File: config.mk
export PLATFORM = sky130hd
export DESIGN_NAME = ysyx_24110006_lsu
export DESIGN_NICKNAME = d
export VERILOG_FILES = /design/src/rtl/ysyx_24110006_lsu.sv
export SDC_FILE = /design/constraint.sdc
export NUM_CORES = 1
export LEC_CHECK = 0
export BUFFER_PORTS_ARGS = -buffer_cell sky130_fd_sc_hd__clkbuf_2
export CAP_MARGIN = 10
export CORE_UTILIZATION = 49
export DETAILED_ROUTE_END_ITERATION = 10
export PLACE_DENSITY = 0.8
export SLEW_MARGIN = 40
export SYNTH_ARGS = -nofsm -noshare
export SYNTH_HDL_FRONTEND = slang
export SYNTH_SLANG_ARGS = --single-unit
File: constraint.sdc
create_clock -name i_clock -period 2.2 [get_ports i_clock]
set_clock_uncertainty 0.2 [all_clocks]
set_input_delay 0.22 -clock i_clock [delete_from_list [all_inputs] [get_ports i_clock]]
set_output_delay 0.22 -clock i_clock [all_outputs]
set_load 0.005 [all_outputs]
File: src/rtl/ysyx_24110006_lsu.sv
// Load/store unit: captures one op from execute, runs a req/gnt + rvalid bus
// transaction, and holds a write-back bundle. Optional LSU_MISALIGN_CHECK_EN traps misaligned half/word accesses.
module ysyx_24110006_lsu (
   input  logic        i_clock,
   input  logic        i_reset_n,
   input  logic        i_valid,
   output logic        o_ready,
   input  logic        i_mem_ren,
   input  logic        i_mem_wen,
   input  logic [3:0]  i_mem_wmask,
   input  logic [2:0]  i_mem_read_t,
   input  logic [31:0] i_mem_addr,
   input  logic [31:0] i_mem_wdata,
   input  logic [31:0] i_result,
   input  logic        i_result_t,
   input  logic        i_reg_wen,
   input  logic [4:0]  i_reg_rd,
   input  logic [31:0] i_pc,
   input  logic        i_exception,
   input  logic [3:0]  i_mcause,
   output logic        o_valid,
   input  logic        i_ready,
   output logic [31:0] o_result,
   output logic        o_reg_wen,
   output logic [4:0]  o_reg_rd,
   output logic [31:0] o_pc,
   output logic        o_exception,
   output logic [3:0]  o_mcause,
   output logic        o_bus_req,
   input  logic        i_bus_gnt,
   output logic        o_bus_wen,
   output logic [31:0] o_bus_addr,
   output logic [31:0] o_bus_wdata,
   output logic [3:0]  o_bus_wstrb,
   input  logic        i_bus_rvalid,
   input  logic [31:0] i_bus_rdata,
   input  logic        i_bus_err
);

   typedef enum logic [1:0] {IDLE, REQ, WAIT, OUT} state_t;

   state_t      state_reg, state_next;
   logic [31:0] addr_reg, wdata_reg, result_reg, pc_reg, rdata_reg;
   logic [3:0]  wmask_reg, mcause_reg;
   logic [2:0]  read_t_reg;
   logic [4:0]  rd_reg;
   logic        store_reg, result_t_reg, reg_wen_reg, exc_reg;

   logic        accept, mem_op, misalign;
   logic [31:0] lane, load_data;

   assign accept = i_valid && (state_reg == IDLE);
   assign mem_op = i_mem_ren | i_mem_wen;

`ifdef LSU_MISALIGN_CHECK_EN
   // Stores are classified by strobe width, loads by the funct3 size bits.
   always_comb begin
      misalign = 1'b0;
      if (i_mem_wen) begin
         if (i_mem_wmask == 4'b0011)      misalign = i_mem_addr[0];
         else if (i_mem_wmask == 4'b1111) misalign = |i_mem_addr[1:0];
      end else begin
         if (i_mem_read_t[1:0] == 2'b01)      misalign = i_mem_addr[0];
         else if (i_mem_read_t[1:0] == 2'b10) misalign = |i_mem_addr[1:0];
      end
   end
`else
   assign misalign = 1'b0;
`endif

   always_ff @(posedge i_clock or negedge i_reset_n) begin
      if (!i_reset_n) state_reg <= IDLE;
      else            state_reg <= state_next;
   end

   always_comb begin
      state_next = state_reg;
      case (state_reg)
         IDLE: if (accept) state_next = (mem_op && !i_exception && !misalign) ? REQ : OUT;
         REQ:  if (i_bus_gnt) state_next = WAIT;
         WAIT: if (i_bus_rvalid) state_next = OUT;
         OUT:  if (i_ready) state_next = IDLE;
         default: state_next = IDLE;
      endcase
   end

   always_ff @(posedge i_clock or negedge i_reset_n) begin
      if (!i_reset_n) begin
         addr_reg     <= '0;
         wdata_reg    <= '0;
         result_reg   <= '0;
         pc_reg       <= '0;
         rdata_reg    <= '0;
         wmask_reg    <= '0;
         mcause_reg   <= '0;
         read_t_reg   <= '0;
         rd_reg       <= '0;
         store_reg    <= 1'b0;
         result_t_reg <= 1'b0;
         reg_wen_reg  <= 1'b0;
         exc_reg      <= 1'b0;
      end else begin
         if (accept) begin
            addr_reg     <= i_mem_addr;
            wdata_reg    <= i_mem_wdata;
            result_reg   <= i_result;
            pc_reg       <= i_pc;
            rdata_reg    <= '0;
            wmask_reg    <= i_mem_wmask;
            read_t_reg   <= i_mem_read_t;
            rd_reg       <= i_reg_rd;
            store_reg    <= i_mem_wen;
            result_t_reg <= i_result_t;
            reg_wen_reg  <= i_reg_wen;
            exc_reg      <= i_exception | (mem_op & misalign);
            if (i_exception)           mcause_reg <= i_mcause;
            else if (mem_op & misalign) mcause_reg <= i_mem_wen ? 4'd6 : 4'd4;
            else                       mcause_reg <= 4'd0;
         end
         // Response is only honoured once the grant has moved us to WAIT.
         if ((state_reg == WAIT) && i_bus_rvalid) begin
            rdata_reg <= i_bus_rdata;
            if (i_bus_err) begin
               exc_reg    <= 1'b1;
               mcause_reg <= store_reg ? 4'd7 : 4'd5;
            end
         end
      end
   end

   assign lane = rdata_reg >> {addr_reg[1:0], 3'b000};

   always_comb begin
      load_data = '0;
      case (read_t_reg)
         3'b000: load_data = {{24{lane[7]}}, lane[7:0]};
         3'b001: load_data = {{16{lane[15]}}, lane[15:0]};
         3'b010: load_data = lane;
         3'b100: load_data = {24'd0, lane[7:0]};
         3'b101: load_data = {16'd0, lane[15:0]};
         default: load_data = '0;
      endcase
   end

   assign o_ready     = (state_reg == IDLE);
   assign o_valid     = (state_reg == OUT);
   assign o_result    = result_t_reg ? load_data : result_reg;
   assign o_reg_wen   = reg_wen_reg & ~exc_reg;
   assign o_reg_rd    = rd_reg;
   assign o_pc        = pc_reg;
   assign o_exception = exc_reg;
   assign o_mcause    = mcause_reg;

   // Lanes shifted past bit 31 fall off the top when misalignment is not trapped.
   assign o_bus_req   = (state_reg == REQ);
   assign o_bus_wen   = store_reg;
   assign o_bus_addr  = {addr_reg[31:2], 2'b00};
   assign o_bus_wstrb = wmask_reg << addr_reg[1:0];
   assign o_bus_wdata = wdata_reg << {addr_reg[1:0], 3'b000};

endmodule

==> impl_metrics.env <==
export IMPL_status="finished with violations"
export IMPL_failed_checks="negative setup slack"
export IMPL_vias=9279
export IMPL_route_detailed_drc=0
export IMPL_worstSetupPathType="flop to output port"
export IMPL_fin_nets=1641
export IMPL_setup_viol=51
export IMPL_critPathBufInv=2
export IMPL_cts_path_max_buffers=2
export IMPL_netlist_area_um2=8570
export IMPL_path_depth=6
export IMPL_rr_startpoint="state_reg[0]"
export IMPL_grt_pass1_wl_um=47900
export IMPL_slew_violations=0
export IMPL_cellLeakagePower_uw=0.00696
export IMPL_cp_slowest_cell="or3b_4"
export IMPL_critPathCapture="o_result[31]"
export IMPL_grt_met3_usage_pct=7.56
export IMPL_gp_congestion=0.907
export IMPL_h_tree_depth=4
export IMPL_crit_path_max_incr_delay_ps=440
export IMPL_gr_max_usage_layer="met2"
export IMPL_drt_total_wl_um=31400
export IMPL_synth_top_area_share_pct=53.1
export IMPL_grtUsageTotal_pct=34.7
export IMPL_dp_hpwl_um=18100
export IMPL_p_per_area_nw_per_um2=1330
export IMPL_syn_inst=970
export IMPL_max_cap_violations=0
export IMPL_io_buffers=332
export IMPL_dieArea_um2=18000
export IMPL_overflow=0
export IMPL_final_hold_viol_count=0
export IMPL_fin_ws_ps=-412
export IMPL_synthFlopType="dfrtp_1"
export IMPL_fmax_mhz=383
export IMPL_avgSynthCellArea_um2=8.83
export IMPL_dr_pass1_iters=5
export IMPL_async_reset_ff_share_pct=100
export IMPL_die_w_um=134
export IMPL_grt_start_max_net_pins=59
export IMPL_r2r_cells=6
export IMPL_cp_cell_sequence="nand2b_1 -> or3b_4 -> nor3_4 -> buf_4 -> a221o_1 -> clkbuf_2"
export IMPL_reg2reg_to="state_reg[1]"
export IMPL_antenna_left=0
export IMPL_crit_start="read_t_reg[2]"
export IMPL_drt_iter0_markers=835
export IMPL_synth_seq_cells=182
export IMPL_cts_sinks=182
export IMPL_required_ps=1780
export IMPL_first_global_vias=9273
export IMPL_met2_usage_pct=58.3
export IMPL_die_y_um=134
export IMPL_start_util_pct=51.0
export IMPL_cp_arrival_ps=2190
export IMPL_setup_tns_ps=-13780
export IMPL_place_area_um2=10300
export IMPL_synthTopCellsByArea="dfrtp_1, nand2_1, mux2i_1"
export IMPL_final_area_um2=13000
export IMPL_timing_final_crit_share_pct=119
export IMPL_grt_antenna_before_repair=3
export IMPL_vdd_ir_drop_max_mv=0.740
export IMPL_ys_seq_area_share_pct=53.1
export IMPL_core_rowCount=47
export IMPL_clk_pin_slew_ps=70
export IMPL_period_minus_slack_ps=2610
export IMPL_rsz0062_at_grt="yes"
export IMPL_synth_edf_count=0
export IMPL_core_um2=16800
export IMPL_r2r_slack_ps=170
export IMPL_met1_usage_pct=41.2
export IMPL_path_max_fanout=8
export IMPL_hp_class="input port to asynchronous set/reset pin"
export IMPL_clkLatencyLatePin_ps=430
export IMPL_cp_end_kind="output port"
export IMPL_layout_drive_gt1_share_pct=30.3
export IMPL_io_pins=335
export IMPL_cts_buffers=17
export IMPL_cts_tree="built"
export IMPL_yosysTopAreaCell="dfrtp_1"
export IMPL_routedWlPerCell_um=18.6
export IMPL_vias_per_cell=5.51
export IMPL_cp_top_family="simple AND/OR/NAND/NOR gates"
export IMPL_root_buffer="clkbuf_16"
export IMPL_area_growth_pct=51.8
export IMPL_yosysWarnings=0
export IMPL_critPathLaunchType="flop"
export IMPL_ys_types=37
## Yosys cell counts (2+ instances only)
cell,number
clkbuf_1,48
o21ai_1,10
mux2_1,5
dfrtp_1,182
a22oi_1,7
o21ai_0,18
buf_4,34
mux2_2,4
nand2b_1,3
nand3_1,8
a21oi_1,18
buf_2,11
ha_1,5
a22o_1,32
a211oi_1,9
a221o_1,9
o22ai_1,9
nand2_1,420
mux2i_1,39
and2_1,11
inv_1,23
nor2b_1,11
nor2_1,25
or3b_1,2
o2bb2ai_1,8
o221ai_1,8
## power by group
group	internal, uW	switching, uW	total (uW)
combinational	3640	4520	8170
clock	1650	1450	3090
sequential	4860	1210	6080
total	10200	7180	17300
## worst min-delay path by stage
stage	startpoint	to	slack [ps]	depth (start not counted)
5_1_grt	i_reset_n	result_reg[15]	120	2
3_5_place_dp	i_reset_n	result_reg[15]	-10	1
2_1_floorplan	i_reset_n	addr_reg[0]	-280	0
6_report	i_reset_n	rdata_reg[27]	100	2
3_3_place_gp	i_reset_n	result_reg[15]	-20	1
4_1_cts	i_bus_rvalid	state_reg[0]	80	4
## layer usage
layer / up-vias / share of wire, %
met5: - / 0
met2: 654 / 49
met3: 134 / 8.0
li1: 4087 / -
met4: 0 / 5.0
met1: 4404 / 38
## worst reg2reg max path, delay by kind of cell, from the launching register on
family | cells | cell delay, ps
multiplexers | 1 | 390
adder cells (fa/ha/maj) | 1 | 280
flip-flops | 1 | 390
AO/OA/AOI/OAI | 2 | 480
buffers and inverters | 2 | 180
## metrics by stage
step	setup slack [ps]	hold WS [ps]	utilization (%)	instances	power, uW
global placement	72.0	-15.2	61.3	1457	12800
finish	-412	97.9	77.4	1685	17300
global route	-498	116	77.3	1684	18300
CTS	-379	78.8	76.9	1679	16700
detailed placement	37.0	-11.8	61.3	1457	13000
floorplan	259	-276	-	971	10200
## logic make-up after synthesis
kind of cell	after synthesis	share of synthesized area [%]
XOR/XNOR	1	0.102
flip-flops	182	53.1
multiplexers	48	5.74
AND/OR/NAND/NOR	482	22.2
other	1	0.0438
adder cells (fa/ha/maj)	5	0.730
AO/OA/AOI/OAI	133	11.2
buffers and inverters	118	6.82
## layout by cell type (no fill, tap or decap), types with 8 or more instances in the layout
cell type,netlist,routed
a211oi_1,9,9
a21oi_1,18,17
a221o_1,9,9
a22o_1,32,32
and2_1,11,10
buf_4,34,24
clkbuf_16,0,17
clkbuf_2,0,329
dfrtp_1,182,180
dlygate4sd3_1,0,184
inv_1,23,23
mux2i_1,39,32
nand2_1,420,415
nor2_1,25,23
nor2b_1,11,11
o21ai_0,18,18
o21ai_1,10,10
o22ai_1,9,8
o2bb2ai_1,8,8
## repair_timing
item | in CTS | in global routing
gates resized for setup | 31 | 16
hold buffers | 184 | 0
pin swaps | 5 | 2
setup buffers | 6 | 2
hold endpoints to repair | 363 | 0
setup endpoints to repair | 64 | 55
## final cells by class
cell class,instances,area (um^2)
Multi-Input combinational cell,671,3600
Inverter,24,90.1
Clock buffer,18,439
Timing Repair Buffer,552,3880
Tap cell,220,275
Antenna cell,4,10.0
Sequential cell,182,4560
Fill cell,1012,3810
Clock inverter,14,158
Power figures use the tool's default switching activity.
